## src/rtl/pc_gen.sv

```systemverilog
// pc_gen: fetch-stage program-counter generator.
// Selects the next PC from trap, branch or sequential sources, checks branch
// targets for misalignment, and keeps a shift history of issued PCs with
// per-slice valid (kill) bits. A BOOT/RUN/HALT machine qualifies the PC.
// Ports:
//   clk_i, rst_n_i                    clock, async active-low reset
//   stall_i, incr_pc_i                hold / sequential advance
//   branch_taken_i, branch_target_i   branch redirect
//   trap_i, trap_vec_i                trap redirect (highest priority)
//   halt_i, resume_i                  run control
//   pc_o, pc_valid_o                  current fetch PC and its qualifier
//   pc_hist_o, hist_valid_o           delayed PCs (slice k = k+1 advances ago)
//   misalign_o, badaddr_o             misaligned-branch pulse and captured target
module pc_gen #(
  parameter int unsigned     XLEN        = 32,
  parameter logic [XLEN-1:0] RESET_VEC   = '0,
  parameter int unsigned     INCR        = 4,
  parameter int unsigned     HIST_DEPTH  = 2,
  parameter int unsigned     ALIGN_CHECK = 1
) (
  input  logic                       clk_i,
  input  logic                       rst_n_i,
  input  logic                       stall_i,
  input  logic                       incr_pc_i,
  input  logic                       branch_taken_i,
  input  logic [XLEN-1:0]            branch_target_i,
  input  logic                       trap_i,
  input  logic [XLEN-1:0]            trap_vec_i,
  input  logic                       halt_i,
  input  logic                       resume_i,
  output logic [XLEN-1:0]            pc_o,
  output logic                       pc_valid_o,
  output logic [HIST_DEPTH*XLEN-1:0] pc_hist_o,
  output logic [HIST_DEPTH-1:0]      hist_valid_o,
  output logic                       misalign_o,
  output logic [XLEN-1:0]            badaddr_o
);

  typedef enum logic [1:0] {
    S_BOOT = 2'd0,
    S_RUN  = 2'd1,
    S_HALT = 2'd2
  } state_e;

  state_e                            r_state;
  state_e                            w_state_nxt;
  logic [XLEN-1:0]                   r_pc;
  logic [XLEN-1:0]                   w_pc_nxt;
  logic [HIST_DEPTH-1:0][XLEN-1:0]   r_hist;
  logic [HIST_DEPTH-1:0]             r_hist_vld;
  logic                              r_misalign;
  logic [XLEN-1:0]                   r_badaddr;

  logic w_run;
  logic w_target_misaligned;
  logic w_redirect;
  logic w_advance;
  logic w_bad_branch;

  // State register
  always_ff @(posedge clk_i or negedge rst_n_i) begin
    if (!rst_n_i) r_state <= S_BOOT;
    else          r_state <= w_state_nxt;
  end

  // Next-state logic; a trap always lands in RUN
  always_comb begin
    w_state_nxt = r_state;
    case (r_state)
      S_BOOT:  w_state_nxt = S_RUN;
      S_RUN:   if (halt_i)   w_state_nxt = S_HALT;
      S_HALT:  if (resume_i) w_state_nxt = S_RUN;
      default: w_state_nxt = S_BOOT;
    endcase
    if (trap_i) w_state_nxt = S_RUN;
  end

  // Next-PC selection and redirect/advance qualifiers
  always_comb begin
    w_run               = (r_state == S_RUN);
    w_target_misaligned = (ALIGN_CHECK != 0) && (branch_target_i[1:0] != 2'b00);
    w_redirect          = trap_i | (w_run & branch_taken_i);
    w_advance           = (w_run & ~stall_i) | w_redirect;
    w_bad_branch        = w_run & branch_taken_i & ~trap_i & w_target_misaligned;

    w_pc_nxt = r_pc;
    if (trap_i || w_bad_branch)             w_pc_nxt = trap_vec_i;
    else if (w_run && branch_taken_i)       w_pc_nxt = branch_target_i;
    else if (w_run && !stall_i && incr_pc_i) w_pc_nxt = r_pc + XLEN'(INCR);
  end

  // PC, misalignment report
  always_ff @(posedge clk_i or negedge rst_n_i) begin
    if (!rst_n_i) begin
      r_pc       <= RESET_VEC;
      r_misalign <= 1'b0;
      r_badaddr  <= '0;
    end else begin
      r_pc       <= w_pc_nxt;
      r_misalign <= w_bad_branch;
      if (w_bad_branch) r_badaddr <= branch_target_i;
    end
  end

  // History shift; the slice entering behind a redirect is killed, a trap kills all
  always_ff @(posedge clk_i or negedge rst_n_i) begin
    if (!rst_n_i) begin
      r_hist     <= '0;
      r_hist_vld <= '0;
    end else if (w_advance) begin
      for (int unsigned k = 1; k < HIST_DEPTH; k++) begin
        r_hist[k]     <= r_hist[k-1];
        r_hist_vld[k] <= r_hist_vld[k-1];
      end
      r_hist[0]     <= r_pc;
      r_hist_vld[0] <= w_run & ~w_redirect;
      if (trap_i) r_hist_vld <= '0;
    end
  end

  assign pc_o         = r_pc;
  assign pc_valid_o   = (r_state == S_RUN);
  assign pc_hist_o    = r_hist;
  assign hist_valid_o = r_hist_vld;
  assign misalign_o   = r_misalign;
  assign badaddr_o    = r_badaddr;

endmodule

```

## config.mk

```make
export PLATFORM = sky130hd
export DESIGN_NAME = pc_gen
export DESIGN_NICKNAME = d
export VERILOG_FILES = /design/src/rtl/pc_gen.sv
export SDC_FILE = /design/constraint.sdc
export NUM_CORES = 1
export LEC_CHECK = 0
export CORE_ASPECT_RATIO = 0.6
export CORE_MARGIN = 1.5
export CORE_UTILIZATION = 46
export DETAILED_ROUTE_END_ITERATION = 10
export HOLD_SLACK_MARGIN = 0.08
export PLACE_DENSITY = 0.88
export SLEW_MARGIN = 40
export SYNTH_ARGS = -nofsm -noshare
export SYNTH_HDL_FRONTEND = slang
export SYNTH_SLANG_ARGS = --single-unit
```

## constraint.sdc

```tcl
create_clock -name clk_i -period 2.15 [get_ports clk_i]
set_input_delay 0.43 -clock clk_i [delete_from_list [all_inputs] [get_ports clk_i]]
set_output_delay 0.43 -clock clk_i [all_outputs]
set_load 0.02 [all_outputs]
```

==> report_table.html, run 1 <==
<table>
<tr><th>Metric</th><th>Value</th></tr>
<tr><th colspan="2">Outcome</th></tr>
<tr><td>Status</td><td>completed</td></tr>
<tr><th colspan="2">Yosys</th></tr>
<tr><td>Mapped Cells</td><td>between 500 and 600</td></tr>
<tr><td>Synthesized cell area</td><td>6040 sq um</td></tr>
<tr><td>Seq cells post-synth</td><td>133</td></tr>
<tr><td>Net count after synthesis</td><td>a little under 600</td></tr>
<tr><td>Avg Cell Area, Syn</td><td>11.7 sq um</td></tr>
<tr><td>Number of enable-type register cells in the synthesized netlist</td><td>0</td></tr>
<tr><td>Sequential fraction of the synthesis area</td><td>0.551</td></tr>
<tr><td>Cell taking the most area after synthesis</td><td>sky130_fd_sc_hd__dfrtp_1</td></tr>
<tr><td>Area share of the largest cell type after synthesis</td><td>0.551</td></tr>
<tr><td>Dominant register cell in the synthesized netlist</td><td>sky130_fd_sc_hd__dfrtp_1</td></tr>
<tr><td>Largest cells by area after synthesis</td><td>sky130_fd_sc_hd__dfrtp_1 (55%), sky130_fd_sc_hd__mux2_2 (17%), sky130_fd_sc_hd__nand2_1 (2.4%), sky130_fd_sc_hd__o21ai_0 (2.3%), sky130_fd_sc_hd__a21oi_1 (1.9%)</td></tr>
<tr><td>Count of distinct cell types in the synthesized netlist</td><td>52</td></tr>
<tr><td>Share of synthesized flip-flops with an asynchronous set or reset</td><td>1.00</td></tr>
<tr><td>Syn. warnings</td><td>0</td></tr>
<tr><th colspan="2">Placement</th></tr>
<tr><td>Number of buffers added on ports</td><td>between 200 and 250</td></tr>
<tr><td>Number of placed cells counting well taps</td><td>923</td></tr>
<tr><td>Final GP Congestion</td><td>0.923</td></tr>
<tr><td>Post-DP HPWL</td><td>15100 um</td></tr>
<tr><th colspan="2">Detailed routing</th></tr>
<tr><td>Detailed-router iteration count before antenna repair</td><td>5</td></tr>
<tr><td>Iteration-0 DRC count of the detailed router</td><td>597</td></tr>
<tr><td>Remaining DRCs</td><td>0</td></tr>
<tr><td>Vias</td><td>5576</td></tr>
<tr><td>Wire length after detailed routing</td><td>20300 um</td></tr>
<tr><td>Routed wire per std cell</td><td>21.2 um</td></tr>
<tr><td>Antenna viol nets, final</td><td>0</td></tr>
<tr><td>DR vias/cell</td><td>5.83</td></tr>
<tr><th colspan="2">Final layout</th></tr>
<tr><td>Sequential cell area</td><td>3330 sq um</td></tr>
<tr><td>Layout cells sized above 1</td><td>0.254</td></tr>
<tr><td>Most frequent cells in the layout</td><td>sky130_fd_sc_hd__clkdlybuf4s50_1 (201), sky130_fd_sc_hd__dfrtp_1 (132), sky130_fd_sc_hd__mux2_2 (92)</td></tr>
<tr><td>Antenna Cells</td><td>0</td></tr>
<tr><td>Area growth, synth to finish</td><td>53.4%</td></tr>
<tr><td>Leading cell type in the layout, fill and taps excluded</td><td>sky130_fd_sc_hd__clkdlybuf4s50_1</td></tr>
<tr><td>Finished Core Util</td><td>0.724</td></tr>
<tr><td>Fill count</td><td>905</td></tr>
<tr><td>Non-filler cells in the finished layout</td><td>956</td></tr>
<tr><td>Combined area of the multi-input logic cells</td><td>2580 sq um</td></tr>
<tr><td>Post-layout net count</td><td>846</td></tr>
<tr><th colspan="2">Setup path</th></tr>
<tr><td>R2R cell count</td><td>6</td></tr>
<tr><td>CP Launch Type</td><td>flop</td></tr>
<tr><td>Crit-path max FO</td><td>2</td></tr>
<tr><td>R2R Path Start</td><td>pc_o[3]$_DFFE_PN0P_</td></tr>
<tr><td>Endpoint kind of the worst setup timing path</td><td>flop</td></tr>
<tr><td>Critical path start-end classification</td><td>reg -&gt; reg</td></tr>
<tr><td>FF-to-FF End</td><td>pc_o[26]$_DFFE_PN0P_</td></tr>
<tr><td>Critical path arrival</td><td>between 2 and 2.5 ns</td></tr>
<tr><td>R2R Setup Slk</td><td>between 0.03 and 0.04 ns</td></tr>
<tr><td>Required time reported for the critical path endpoint</td><td>between 2 and 2.5 ns</td></tr>
<tr><th colspan="2">STA</th></tr>
<tr><td>Maximum clock rate</td><td>473 MHz</td></tr>
<tr><td>Setup violations, final</td><td>0</td></tr>
<tr><td>Unrepaired setup endpoints after global routing</td><td>false</td></tr>
<tr><td>Fraction of the cycle the final worst path needs</td><td>0.983</td></tr>
<tr><td>Worst slew pin tran</td><td>0.460 ns</td></tr>
<tr><td>Relative slew margins</td><td>0.693</td></tr>
<tr><td>Number of hold violations in the final report</td><td>0</td></tr>
<tr><td>Skew final</td><td>0.00755 ns</td></tr>
<tr><td>Shortest clock period the worst path allows after layout</td><td>2.11 ns</td></tr>
<tr><td>Max-slew violation total from the final report</td><td>0</td></tr>
<tr><th colspan="2">Floorplanning</th></tr>
<tr><td>Initial core utilization</td><td>0.472</td></tr>
<tr><td>Die outline area</td><td>13900 sq um</td></tr>
<tr><td>Total number of placement rows</td><td>32</td></tr>
<tr><td>Horizontal extent of the die</td><td>151 um</td></tr>
<tr><td>Standard cell core area</td><td>12800 sq um</td></tr>
<tr><td>Num ports</td><td>just over 200</td></tr>
<tr><td>Vertical extent of the die</td><td>91.8 um</td></tr>
<tr><th colspan="2">Clocking</th></tr>
<tr><td>CTS tree</td><td>done</td></tr>
<tr><td>Post-CTS setup buffer count</td><td>0</td></tr>
<tr><td>Cell chosen for the clock root</td><td>sky130_fd_sc_hd__clkbuf_16</td></tr>
<tr><td>Clock-pin slew on the worst setup and hold paths</td><td>0.06 ns</td></tr>
<tr><td>Number of H-tree levels</td><td>4</td></tr>
<tr><td>Number of buffers created by CTS</td><td>17</td></tr>
<tr><td>Clock insertion delay at the later pin of the skew report</td><td>~0.42 ns</td></tr>
<tr><td>Bufs on Longest Clock Path</td><td>2</td></tr>
<tr><td>Number of clock sinks</td><td>133</td></tr>
<tr><th colspan="2">Global routing</th></tr>
<tr><td>Number of global-route vias before repair</td><td>5466</td></tr>
<tr><td>Global-route wire length before repair</td><td>between 30000 and 40000 um</td></tr>
<tr><td>Number of antenna violations at the first check in global routing</td><td>0</td></tr>
<tr><td>Busiest layer in global routing</td><td>met2</td></tr>
<tr><td>Met2 track utilization from global routing</td><td>0.445</td></tr>
<tr><td>Largest net degree at the start of global routing</td><td>50</td></tr>
<tr><td>Global Route met1 Usage</td><td>0.429</td></tr>
<tr><td>Global-route total usage across every layer</td><td>0.302</td></tr>
<tr><td>Total gr overflow</td><td>0</td></tr>
<tr><td>Met3 track demand over resource in global routing</td><td>0.0975</td></tr>
<tr><th colspan="2">Min path</th></tr>
<tr><td>Tightest Hold Check Type</td><td>reg -&gt; reg</td></tr>
<tr><td>Start point of the worst hold path</td><td>pc_hist_o[63]$_DFFE_PN0P_</td></tr>
<tr><td>Min-Delay Endpoint</td><td>pc_hist_o[63]$_DFFE_PN0P_</td></tr>
<tr><td>Hold Path Stages</td><td>1</td></tr>
<tr><th colspan="2">Power and ir drop</th></tr>
<tr><td>Static leakage power</td><td>3.85 nW</td></tr>
<tr><td>Power Density</td><td>1010 nW/um^2</td></tr>
<tr><td>Peak supply drop</td><td>0.744 mV</td></tr>
<tr><th colspan="2">Flow run</th></tr>
<tr><td>Max-cap viol count</td><td>0</td></tr>
</table>
flip-flops by register name, indices dropped and copies added, names as in the netlist:
register      count
r_state           2
pc_hist_o        64
badaddr_o        32
hist_valid_o      2
pc_o             32
misalign_o        1
worst max-delay path, cell delays in order, from the launching register on:
cell and delay, ns:
sky130_fd_sc_hd__dfrtp_1 0.37, sky130_fd_sc_hd__ha_1 0.22, sky130_fd_sc_hd__nand3_1 0.17, sky130_fd_sc_hd__or4_2 0.71, sky130_fd_sc_hd__nor3_1 0.26, sky130_fd_sc_hd__xnor2_1 0.16
sky130_fd_sc_hd__o21ai_0 0.10
stage by stage:
stage	power (W)	instance area [sq um]	setup TNS [ns]	worst slack, ns	hold slack (ns)
after global routing	0.00976	9270	0	0.0221	0.516
after detailed placement	0.00665	8710	-0.979	-0.126	0.395
after global placement	0.00653	8710	-0.221	-0.0476	0.384
final	0.00938	9270	0	0.0360	0.502
after CTS	0.00940	9270	0	0.0587	0.505
after floorplan	0.00486	6040	0	0.0265	0.134
per-layer routing:
layer / vias up / routed length (um)
met3: 43 / 2470
met2: 386 / 8820
met5: - / 0
met4: 0 / 386
met1: 2736 / 8590
li1: 2411 / -
area by class of cell:
cell class,count,area share
timing repair buffer,268,0.277
sequential,133,0.359
multi-input combinational,346,0.278
tap,170,0.0229
inverter,7,0.00283
clock buffer,20,0.0482
clock inverter,12,0.0113
timing repair:
item                                   in CTS  in global routing
endpoints found under the hold margin      42                  0
setup endpoints to repair                   1                  0
hold buffers                                1                  0
resized for setup                           1                  0
synthesized netlist by cell type, types with 2 or more instances:
library cell,n
sky130_fd_sc_hd__o311a_1,3
sky130_fd_sc_hd__inv_1,7
sky130_fd_sc_hd__nor2b_1,3
sky130_fd_sc_hd__nand2b_1,4
sky130_fd_sc_hd__nand3b_1,2
sky130_fd_sc_hd__clkbuf_1,30
sky130_fd_sc_hd__a2bb2oi_1,2
sky130_fd_sc_hd__nor3_1,14
sky130_fd_sc_hd__nand3_1,13
sky130_fd_sc_hd__mux2_2,92
sky130_fd_sc_hd__a22o_1,2
sky130_fd_sc_hd__and3_1,9
sky130_fd_sc_hd__a221oi_1,7
sky130_fd_sc_hd__and4_1,3
sky130_fd_sc_hd__nor2_1,24
sky130_fd_sc_hd__a21oi_1,23
sky130_fd_sc_hd__a22oi_1,6
sky130_fd_sc_hd__a211oi_1,6
sky130_fd_sc_hd__nand4_1,7
sky130_fd_sc_hd__o311ai_0,2
sky130_fd_sc_hd__nor4_1,2
sky130_fd_sc_hd__dfrtp_1,133
sky130_fd_sc_hd__a221o_1,4
sky130_fd_sc_hd__or2_2,3
sky130_fd_sc_hd__or3_1,4
sky130_fd_sc_hd__nand2_1,39
sky130_fd_sc_hd__o21ai_0,28
sky130_fd_sc_hd__o211ai_1,2
sky130_fd_sc_hd__a21o_1,4
sky130_fd_sc_hd__a21boi_0,2
sky130_fd_sc_hd__xnor2_1,11
sky130_fd_sc_hd__xor2_1,6
kinds of logic (layout without fill, tap and decap cells):
family	count (synthesis)	after routing	share of synthesized area
adders and majority gates	1	1	0.00207
AOI/OAI and AO/OA	100	100	0.112
DFF	133	133	0.551
buffers and inverters	38	307	0.0248
xor gates and xnor gates	17	17	0.0246
and+or+nand+nor	136	136	0.114
muxes	92	92	0.171
worst max path at each step:
stage               slack [ns]                    to                 from
floorplan                 0.03  pc_o[26]$_DFFE_PN0P_  pc_o[3]$_DFFE_PN0P_
global placement         -0.05   pc_o[9]$_DFFE_PN0P_   branch_target_i[0]
detailed placement       -0.13   pc_o[8]$_DFFE_PN0P_   branch_target_i[0]
CTS                       0.06  pc_o[26]$_DFFE_PN0P_  pc_o[3]$_DFFE_PN0P_
global route              0.02  pc_o[26]$_DFFE_PN0P_  pc_o[3]$_DFFE_PN0P_
finish                    0.04  pc_o[26]$_DFFE_PN0P_  pc_o[3]$_DFFE_PN0P_
where the power goes:
part	leakage, nW	switching [W]	internal, W
sequential	1.57	0.000366	0.00303
combinational	2.01	0.00160	0.00165
clock	0.270	0.00111	0.00162
total	3.85	0.00307	0.00631
Note: power is estimated with default switching activity, not from simulation.
==> run 2: changes to the inputs <==
--- a/config.mk
+++ b/config.mk
@@ -6,10 +6,11 @@
 export NUM_CORES = 1
 export LEC_CHECK = 0
+export ABC_AREA = 1
 export CORE_ASPECT_RATIO = 0.6
-export CORE_MARGIN = 1.5
+export CORE_MARGIN = 2
 export CORE_UTILIZATION = 46
 export DETAILED_ROUTE_END_ITERATION = 10
 export HOLD_SLACK_MARGIN = 0.08
-export PLACE_DENSITY = 0.88
+export PLACE_DENSITY = 0.87
 export SLEW_MARGIN = 40
 export SYNTH_ARGS = -nofsm -noshare
==> constraint.sdc (replaced) <==
create_clock -name clk_i -period 2.15 [get_ports clk_i]
set_input_delay 0.3225 -clock clk_i [delete_from_list [all_inputs] [get_ports clk_i]]
set_output_delay 0.3225 -clock clk_i [all_outputs]
set_load 0.02 [all_outputs]
==> run 2 against run 1 <==
Compared with the run above: sequential power rose by 13%; worst hold slack got worse by 0.052 ns; sequential share of layout area barely moved; critical path type is now reg -> out; critical endpoint is now pc_o[8]; combinational power rose by 24%; critical path depth fell by 5.
==> report_table.html, run 2 <==
<table>
<tr><th>Metric</th><th>Value</th></tr>
<tr><th colspan="2">Setup path</th></tr>
<tr><td>CP Buf/Inv Count</td><td>1</td></tr>
<tr><td>Critical path start-end classification</td><td>reg -&gt; out</td></tr>
<tr><td>Slowest cell delay on critical path</td><td>around 0.67 ns</td></tr>
<tr><td>CP Launch Type</td><td>flop</td></tr>
<tr><td>FF-to-FF End</td><td>pc_o[24]$_DFFE_PN0P_</td></tr>
<tr><td>Slowest cell on the critical path</td><td>sky130_fd_sc_hd__clkdlybuf4s50_1</td></tr>
<tr><td>R2R cell count</td><td>10</td></tr>
<tr><td>Crit path max-delay family</td><td>buffers and inverters</td></tr>
<tr><td>Required time reported for the critical path endpoint</td><td>1.83 ns</td></tr>
<tr><td>R2R Setup Slk</td><td>~0.27 ns</td></tr>
<tr><td>Critical path arrival</td><td>between 1.5 and 2 ns</td></tr>
<tr><td>R2R Path Start</td><td>pc_o[3]$_DFFE_PN0P_</td></tr>
<tr><td>Crit-path max FO</td><td>6</td></tr>
<tr><td>Critical-path cell list</td><td>clkdlybuf4s50_1</td></tr>
<tr><td>Endpoint kind of the worst setup timing path</td><td>output port</td></tr>
<tr><th colspan="2">Final layout</th></tr>
<tr><td>Most frequent cells in the layout</td><td>sky130_fd_sc_hd__nand2_1 (277), sky130_fd_sc_hd__clkdlybuf4s50_1 (202), sky130_fd_sc_hd__dfrtp_1 (133)</td></tr>
<tr><td>Flip-flop count of the largest register after layout</td><td>64</td></tr>
<tr><td>Sequential cell area</td><td>about 3300 sq um</td></tr>
<tr><td>Area growth, synth to finish</td><td>46.0%</td></tr>
<tr><td>Combined area of the multi-input logic cells</td><td>2540 sq um</td></tr>
<tr><td>Area of all placed cells without fillers</td><td>9260 sq um</td></tr>
<tr><td>Finished Core Util</td><td>0.684</td></tr>
<tr><td>Fill count</td><td>between 1000 and 1500</td></tr>
<tr><td>Leading cell type in the layout, fill and taps excluded</td><td>sky130_fd_sc_hd__nand2_1</td></tr>
<tr><td>Post-layout net count</td><td>1093</td></tr>
<tr><td>Layout cells sized above 1</td><td>0.0659</td></tr>
<tr><td>Antenna Cells</td><td>0</td></tr>
<tr><th colspan="2">Floorplanning</th></tr>
<tr><td>Num ports</td><td>between 200 and 250</td></tr>
<tr><td>Horizontal extent of the die</td><td>156 um</td></tr>
<tr><td>Standard cell core area</td><td>between 10000 and 15000 sq um</td></tr>
<tr><td>Total number of placement rows</td><td>33</td></tr>
<tr><td>Initial core utilization</td><td>0.468</td></tr>
<tr><td>Vertical extent of the die</td><td>roughly 95 um</td></tr>
<tr><td>Die outline area</td><td>~15000 sq um</td></tr>
<tr><th colspan="2">STA</th></tr>
<tr><td>Skew final</td><td>0.00650 ns</td></tr>
<tr><td>Setup violations, final</td><td>0</td></tr>
<tr><td>Unrepaired setup endpoints after global routing</td><td>false</td></tr>
<tr><td>Shortest clock period the worst path allows after layout</td><td>1.94 ns</td></tr>
<tr><td>Fraction of the cycle the final worst path needs</td><td>0.902</td></tr>
<tr><td>Max-slew violation total from the final report</td><td>0</td></tr>
<tr><td>Worst slew pin tran</td><td>0.547 ns</td></tr>
<tr><td>Aggregate negative setup slack</td><td>0 ns</td></tr>
<tr><td>Relative slew margins</td><td>0.635</td></tr>
<tr><td>Maximum clock rate</td><td>516 MHz</td></tr>
<tr><td>Number of hold violations in the final report</td><td>0</td></tr>
<tr><td>Hold Slack</td><td>~0.45 ns</td></tr>
<tr><th colspan="2">Clocking</th></tr>
<tr><td>Clock-pin slew on the worst setup and hold paths</td><td>0.06 ns</td></tr>
<tr><td>Number of buffers created by CTS</td><td>17</td></tr>
<tr><td>Number of clock sinks</td><td>133</td></tr>
<tr><td>Cell chosen for the clock root</td><td>sky130_fd_sc_hd__clkbuf_16</td></tr>
<tr><td>CTS tree</td><td>done</td></tr>
<tr><td>Number of H-tree levels</td><td>4</td></tr>
<tr><td>Clock insertion delay at the later pin of the skew report</td><td>0.41 ns</td></tr>
<tr><td>Post-CTS setup buffer count</td><td>0</td></tr>
<tr><td>Bufs on Longest Clock Path</td><td>2</td></tr>
<tr><th colspan="2">Placement</th></tr>
<tr><td>Number of buffers added on ports</td><td>203</td></tr>
<tr><td>Final GP Congestion</td><td>around 0.96</td></tr>
<tr><td>Placement Cell Area</td><td>between 8000 and 9000 sq um</td></tr>
<tr><td>Post-DP HPWL</td><td>15000 um</td></tr>
<tr><th colspan="2">Yosys</th></tr>
<tr><td>Count of distinct cell types in the synthesized netlist</td><td>34</td></tr>
<tr><td>Sequential fraction of the synthesis area</td><td>0.525</td></tr>
<tr><td>Net count after synthesis</td><td>891</td></tr>
<tr><td>Most repeated cell in the gate-level netlist after synthesis</td><td>sky130_fd_sc_hd__nand2_1</td></tr>
<tr><td>Area share of the largest cell type after synthesis</td><td>0.525</td></tr>
<tr><td>Mapped Cells</td><td>about 800</td></tr>
<tr><td>Number of enable-type register cells in the synthesized netlist</td><td>0</td></tr>
<tr><td>Dominant register cell in the synthesized netlist</td><td>sky130_fd_sc_hd__dfrtp_1</td></tr>
<tr><td>Largest cells by area after synthesis</td><td>sky130_fd_sc_hd__dfrtp_1 (52%), sky130_fd_sc_hd__nand2_1 (16%), sky130_fd_sc_hd__o21ai_0 (6.6%), sky130_fd_sc_hd__a21oi_1 (4.9%), sky130_fd_sc_hd__inv_1 (4.5%)</td></tr>
<tr><td>Synthesized cell area</td><td>6340 sq um</td></tr>
<tr><td>Cell taking the most area after synthesis</td><td>sky130_fd_sc_hd__dfrtp_1</td></tr>
<tr><td>Share of synthesized flip-flops with an asynchronous set or reset</td><td>1.00</td></tr>
<tr><td>Syn. warnings</td><td>0</td></tr>
<tr><td>Avg Cell Area, Syn</td><td>7.75 sq um</td></tr>
<tr><td>Seq cells post-synth</td><td>about 130</td></tr>
<tr><td>Top cell types by occurrence after synthesis</td><td>sky130_fd_sc_hd__nand2_1 (277), sky130_fd_sc_hd__dfrtp_1 (133), sky130_fd_sc_hd__o21ai_0 (84)</td></tr>
<tr><th colspan="2">Global routing</th></tr>
<tr><td>Global-route total usage across every layer</td><td>0.288</td></tr>
<tr><td>Total gr overflow</td><td>0</td></tr>
<tr><td>Number of global-route vias before repair</td><td>6122</td></tr>
<tr><td>Largest net degree at the start of global routing</td><td>92</td></tr>
<tr><td>Global-route wire length before repair</td><td>32500 um</td></tr>
<tr><td>Number of antenna violations at the first check in global routing</td><td>0</td></tr>
<tr><th colspan="2">Outcome</th></tr>
<tr><td>Status</td><td>completed</td></tr>
<tr><th colspan="2">Power and ir drop</th></tr>
<tr><td>Power Density</td><td>1200 nW/um^2</td></tr>
<tr><td>Power, Total</td><td>0.0111 W</td></tr>
<tr><td>Static leakage power</td><td>4.34 nW</td></tr>
<tr><td>Peak supply drop</td><td>around 0.59 mV</td></tr>
<tr><th colspan="2">Detailed routing</th></tr>
<tr><td>Vias</td><td>6329</td></tr>
<tr><td>Remaining DRCs</td><td>0</td></tr>
<tr><td>Antenna viol nets, final</td><td>0</td></tr>
<tr><td>Wire length after detailed routing</td><td>approximately 20000 um</td></tr>
<tr><td>Routed wire per std cell</td><td>16.9 um</td></tr>
<tr><td>DR vias/cell</td><td>around 5.2</td></tr>
<tr><td>Iteration-0 DRC count of the detailed router</td><td>approximately 700</td></tr>
<tr><td>Detailed-router iteration count before antenna repair</td><td>5</td></tr>
<tr><th colspan="2">Min path</th></tr>
<tr><td>Tightest Hold Check Type</td><td>in -&gt; async</td></tr>
<tr><th colspan="2">Flow run</th></tr>
<tr><td>Max-cap viol count</td><td>0</td></tr>
</table>
-- run 2: cell types whose count changed in the layout (fill, tap and decap cells not counted), moves of 34 or more --
cell / change
sky130_fd_sc_hd__mux2_2: -92
sky130_fd_sc_hd__nand2_1: +238
sky130_fd_sc_hd__a21oi_1: +40
sky130_fd_sc_hd__nor2_1: +34
sky130_fd_sc_hd__inv_1: +69
sky130_fd_sc_hd__buf_4: -50
sky130_fd_sc_hd__o21ai_0: +56
-- run 2: where the power goes --
part	internal, W	switching [W]
clock network	0.00209	0.00112
logic	0.00180	0.00224
registers	0.00320	0.000634
total	0.00709	0.00400
-- run 2: repair_timing --
item / 4_1_cts / 5_1_grt
hold endpoints to repair: 54 / 0
hold buffers: 1 / 0
gates resized for setup: 0 / 0
-- run 2: metal layers --
metal	vias to the layer above	track usage	routed length, um
met2	332	0.411	8360
met3	28	0.0858	2080
met5	-	0	0
li1	3000	-	-
met1	2969	0.432	9640
met4	0	0.0650	302
-- run 2: worst max path at each step --
stage	slack (ns)	start	depth (start not counted)	endpoint
2_1_floorplan	0.55	pc_o[3]$_DFFE_PN0P_	10	pc_o[30]$_DFFE_PN0P_
3_3_place_gp	0.13	branch_target_i[0]	9	pc_o[15]$_DFFE_PN0P_
3_5_place_dp	0.09	trap_i	7	pc_o[5]$_DFFE_PN0P_
4_1_cts	0.21	pc_o[25]$_DFFE_PN0P_	1	pc_o[25]
5_1_grt	0.14	pc_o[3]$_DFFE_PN0P_	10	pc_o[24]$_DFFE_PN0P_
6_report	0.21	pc_o[8]$_DFFE_PN0P_	1	pc_o[8]
-- run 2: cell type report --
cell class,instances,share of cell area
flip-flops and latches,133,0.359
multi-input cells,567,0.275
clock buffers,20,0.0482
well taps,175,0.0236
repair buffers,219,0.239
clock inverters,11,0.0216
inverters,82,0.0332
-- run 2: per-stage QoR --
| stage | setup WS (ns) | instances |
|---|---|---|
| 2_1_floorplan | 0.548 | 818 |
| 3_3_place_gp | 0.125 | 1175 |
| 3_5_place_dp | 0.0870 | 1175 |
| 4_1_cts | 0.211 | 1207 |
| 5_1_grt | 0.140 | 1207 |
| 6_report | 0.211 | 1207 |
-- run 2: cells by family (layout without fill, tap and decap cells) --
logic type               after synthesis  count (layout)  synth area share
XOR/XNOR                               6               6           0.00828
flip-flops                           133             133             0.525
AND/OR/NAND/NOR                      388             388             0.247
buffers and inverters                118             332            0.0744
adder cells (fa/ha/maj)                1               1           0.00197
AO/OA/AOI/OAI                        172             172             0.144
==> run 3: changes to the inputs <==
CORE_MARGIN = not set   (was 2)
DONT_BUFFER_PORTS = 1   (was not set)
PLACE_DENSITY = 0.68   (was 0.87)
TNS_END_PERCENT = 10   (was not set)
==> run 3 against run 2 <==
Compared with the run above: the run now ends with negative hold slack left; die area shrank 3.4%; worst hold slack lost 0.85 ns; flip-flop and latch count is the same; routed wire length shrank 5.1%.
==> report_table.html, run 3 (synthesized netlist as in run 2, its figures left out) <==
<table>
<tr><th>Metric</th><th>Value</th></tr>
<tr><th colspan="2">Detailed routing</th></tr>
<tr><td>Iteration-0 DRC count of the detailed router</td><td>370</td></tr>
<tr><td>Wire length after detailed routing</td><td>just under 20000 um</td></tr>
<tr><td>Remaining DRCs</td><td>0</td></tr>
<tr><td>Detailed-router iteration count before antenna repair</td><td>4</td></tr>
<tr><td>DR vias/cell</td><td>roughly 5.4</td></tr>
<tr><td>Routed wire per std cell</td><td>18.7 um</td></tr>
<tr><td>Vias</td><td>5570</td></tr>
<tr><td>Antenna viol nets, final</td><td>0</td></tr>
<tr><th colspan="2">Final layout</th></tr>
<tr><td>Flip-flop count of the largest register after layout</td><td>64</td></tr>
<tr><td>Leading cell type in the layout, fill and taps excluded</td><td>sky130_fd_sc_hd__nand2_1</td></tr>
<tr><td>Post-layout net count</td><td>approximately 900</td></tr>
<tr><td>Most frequent cells in the layout</td><td>sky130_fd_sc_hd__nand2_1 (277), sky130_fd_sc_hd__dfrtp_1 (133), sky130_fd_sc_hd__o21ai_0 (84)</td></tr>
<tr><td>Area growth, synth to finish</td><td>15.5%</td></tr>
<tr><td>Fill count</td><td>roughly 1200</td></tr>
<tr><td>Layout cells sized above 1</td><td>0.102</td></tr>
<tr><td>Antenna Cells</td><td>0</td></tr>
<tr><th colspan="2">Clocking</th></tr>
<tr><td>Bufs on Longest Clock Path</td><td>2</td></tr>
<tr><td>Quantity of hold-fixing buffers added after cts</td><td>13</td></tr>
<tr><td>Cell chosen for the clock root</td><td>sky130_fd_sc_hd__clkbuf_16</td></tr>
<tr><td>Post-cts sizing count</td><td>0</td></tr>
<tr><td>Clock insertion delay at the later pin of the skew report</td><td>approximately 0.42 ns</td></tr>
<tr><td>Number of buffers created by CTS</td><td>17</td></tr>
<tr><td>Post-CTS setup buffer count</td><td>0</td></tr>
<tr><td>Clock-pin slew on the worst setup and hold paths</td><td>roughly 0.060 ns</td></tr>
<tr><td>Number of clock sinks</td><td>133</td></tr>
<tr><td>CTS tree</td><td>done</td></tr>
<tr><td>Number of H-tree levels</td><td>4</td></tr>
<tr><th colspan="2">Global routing</th></tr>
<tr><td>Global-route wire length before repair</td><td>29900 um</td></tr>
<tr><td>Busiest layer in global routing</td><td>met2</td></tr>
<tr><td>Global Route met1 Usage</td><td>0.391</td></tr>
<tr><td>Total gr overflow</td><td>0</td></tr>
<tr><td>Met3 track demand over resource in global routing</td><td>0.0894</td></tr>
<tr><td>Number of antenna violations at the first check in global routing</td><td>0</td></tr>
<tr><td>Number of global-route vias before repair</td><td>5391</td></tr>
<tr><td>Largest net degree at the start of global routing</td><td>approximately 130</td></tr>
<tr><td>Global-route total usage across every layer</td><td>0.280</td></tr>
<tr><td>Met2 track utilization from global routing</td><td>0.417</td></tr>
<tr><th colspan="2">Power and ir drop</th></tr>
<tr><td>Peak supply drop</td><td>0.529 mV</td></tr>
<tr><td>Power Density</td><td>between 1000 and 1500 nW/um^2</td></tr>
<tr><td>Static leakage power</td><td>3.63 nW</td></tr>
<tr><th colspan="2">Setup path</th></tr>
<tr><td>Crit-path max FO</td><td>46</td></tr>
<tr><td>R2R Path Start</td><td>r_state[0]$_DFFE_PN0P_</td></tr>
<tr><td>R2R cell count</td><td>8</td></tr>
<tr><td>Required time reported for the critical path endpoint</td><td>2.42 ns</td></tr>
<tr><td>CP Launch Type</td><td>flop</td></tr>
<tr><td>Critical path arrival</td><td>2.17 ns</td></tr>
<tr><td>Critical path start-end classification</td><td>reg -&gt; reg</td></tr>
<tr><td>Endpoint kind of the worst setup timing path</td><td>flop</td></tr>
<tr><td>R2R Setup Slk</td><td>0.25 ns</td></tr>
<tr><td>FF-to-FF End</td><td>pc_hist_o[19]$_DFFE_PN0P_</td></tr>
<tr><th colspan="2">STA</th></tr>
<tr><td>Maximum clock rate</td><td>525 MHz</td></tr>
<tr><td>Worst slew pin tran</td><td>0.496 ns</td></tr>
<tr><td>Unrepaired setup endpoints after global routing</td><td>false</td></tr>
<tr><td>Setup violations, final</td><td>0</td></tr>
<tr><td>Hold Slack</td><td>-0.397 ns</td></tr>
<tr><td>Max-slew violation total from the final report</td><td>0</td></tr>
<tr><td>Number of hold violations in the final report</td><td>133</td></tr>
<tr><td>Aggregate negative setup slack</td><td>0 ns</td></tr>
<tr><td>Skew final</td><td>0.00704 ns</td></tr>
<tr><td>Fraction of the cycle the final worst path needs</td><td>0.886</td></tr>
<tr><td>Relative slew margins</td><td>0.669</td></tr>
<tr><td>Shortest clock period the worst path allows after layout</td><td>1.90 ns</td></tr>
<tr><th colspan="2">Floorplanning</th></tr>
<tr><td>Vertical extent of the die</td><td>93.0 um</td></tr>
<tr><td>Num ports</td><td>between 200 and 250</td></tr>
<tr><td>Standard cell core area</td><td>13100 sq um</td></tr>
<tr><td>Horizontal extent of the die</td><td>between 150 and 200 um</td></tr>
<tr><td>Initial core utilization</td><td>0.483</td></tr>
<tr><td>Total number of placement rows</td><td>32</td></tr>
<tr><td>Die outline area</td><td>14300 sq um</td></tr>
<tr><th colspan="2">Outcome</th></tr>
<tr><td>Status</td><td>complete, but fails checks</td></tr>
<tr><td>Violated checks</td><td>negative hold slack</td></tr>
<tr><th colspan="2">Placement</th></tr>
<tr><td>Post-DP HPWL</td><td>14300 um</td></tr>
<tr><td>Number of buffers added on ports</td><td>0</td></tr>
<tr><td>Final GP Congestion</td><td>roughly 0.88</td></tr>
<tr><th colspan="2">Flow run</th></tr>
<tr><td>Max-cap viol count</td><td>0</td></tr>
<tr><th colspan="2">Min path</th></tr>
<tr><td>Tightest Hold Check Type</td><td>in -&gt; async</td></tr>
</table>
## run 3: how the worst max path moves through the flow
stage                      startpoint                        end  slack, ns  cells past startpoint
2_1_floorplan     pc_o[3]$_DFFE_PN0P_       pc_o[30]$_DFFE_PN0P_       0.55                     10
3_3_place_gp     pc_o[18]$_DFFE_PN0P_       pc_o[27]$_DFFE_PN0P_       0.34                      9
3_5_place_dp   r_state[0]$_DFFE_PN0P_  pc_hist_o[19]$_DFFE_PN0P_       0.30                      8
4_1_cts        r_state[0]$_DFFE_PN0P_  pc_hist_o[19]$_DFFE_PN0P_       0.26                      8
5_1_grt        r_state[1]$_DFFE_PN0P_   badaddr_o[4]$_DFFE_PN0P_       0.05                      8
6_report       r_state[0]$_DFFE_PN0P_  pc_hist_o[19]$_DFFE_PN0P_       0.25                      8
## run 3: worst max-delay path, cell delays in order (launching register included)
cell and delay, ns:
sky130_fd_sc_hd__dfrtp_1 0.40, sky130_fd_sc_hd__inv_2 0.09, sky130_fd_sc_hd__nor2_4 0.05, sky130_fd_sc_hd__nand2_4 0.15
sky130_fd_sc_hd__nand3_2 0.12, sky130_fd_sc_hd__buf_4 0.23, sky130_fd_sc_hd__inv_2 0.15, sky130_fd_sc_hd__buf_4 0.38
sky130_fd_sc_hd__o21ai_0 0.17
## run 3: cell type report
class | count | area [sq um] | share of cell area
flip-flops and latches | 133 | 3330 | 0.454
multi-input cells | 567 | 2540 | 0.347
clock buffers | 19 | 443 | 0.0605
repair buffers | 48 | 405 | 0.0553
inverters | 82 | 308 | 0.0420
well taps | 170 | 213 | 0.0290
clock inverters | 12 | 83.8 | 0.0114
## run 3: routing by layer
metal,share of wire,vias up
met5,0,-
met4,0.011,0
met3,0.084,18
met2,0.43,229
met1,0.47,2659
li1,-,2664
## run 3: power by group
part,internal [W],leakage [nW],switching (W),total [W]
sequential,0.00319,1.61,0.00142,0.00461
combinational,0.000678,1.76,0.00122,0.00190
clock,0.00149,0.259,0.00110,0.00260
total,0.00536,3.63,0.00374,0.00911
## run 3: stage by stage
stage               power (W)  cells  utilization  cell area (sq um)  worst slack [ns]
finish                0.00911   1031        0.558               7320             0.245
global route          0.00956   1031        0.558               7320            0.0498
CTS                   0.00912   1031        0.558               7320             0.256
detailed placement    0.00651    987        0.508               6670             0.303
global placement      0.00644    987        0.508               6670             0.342
floorplan             0.00574    818            -               6340             0.548
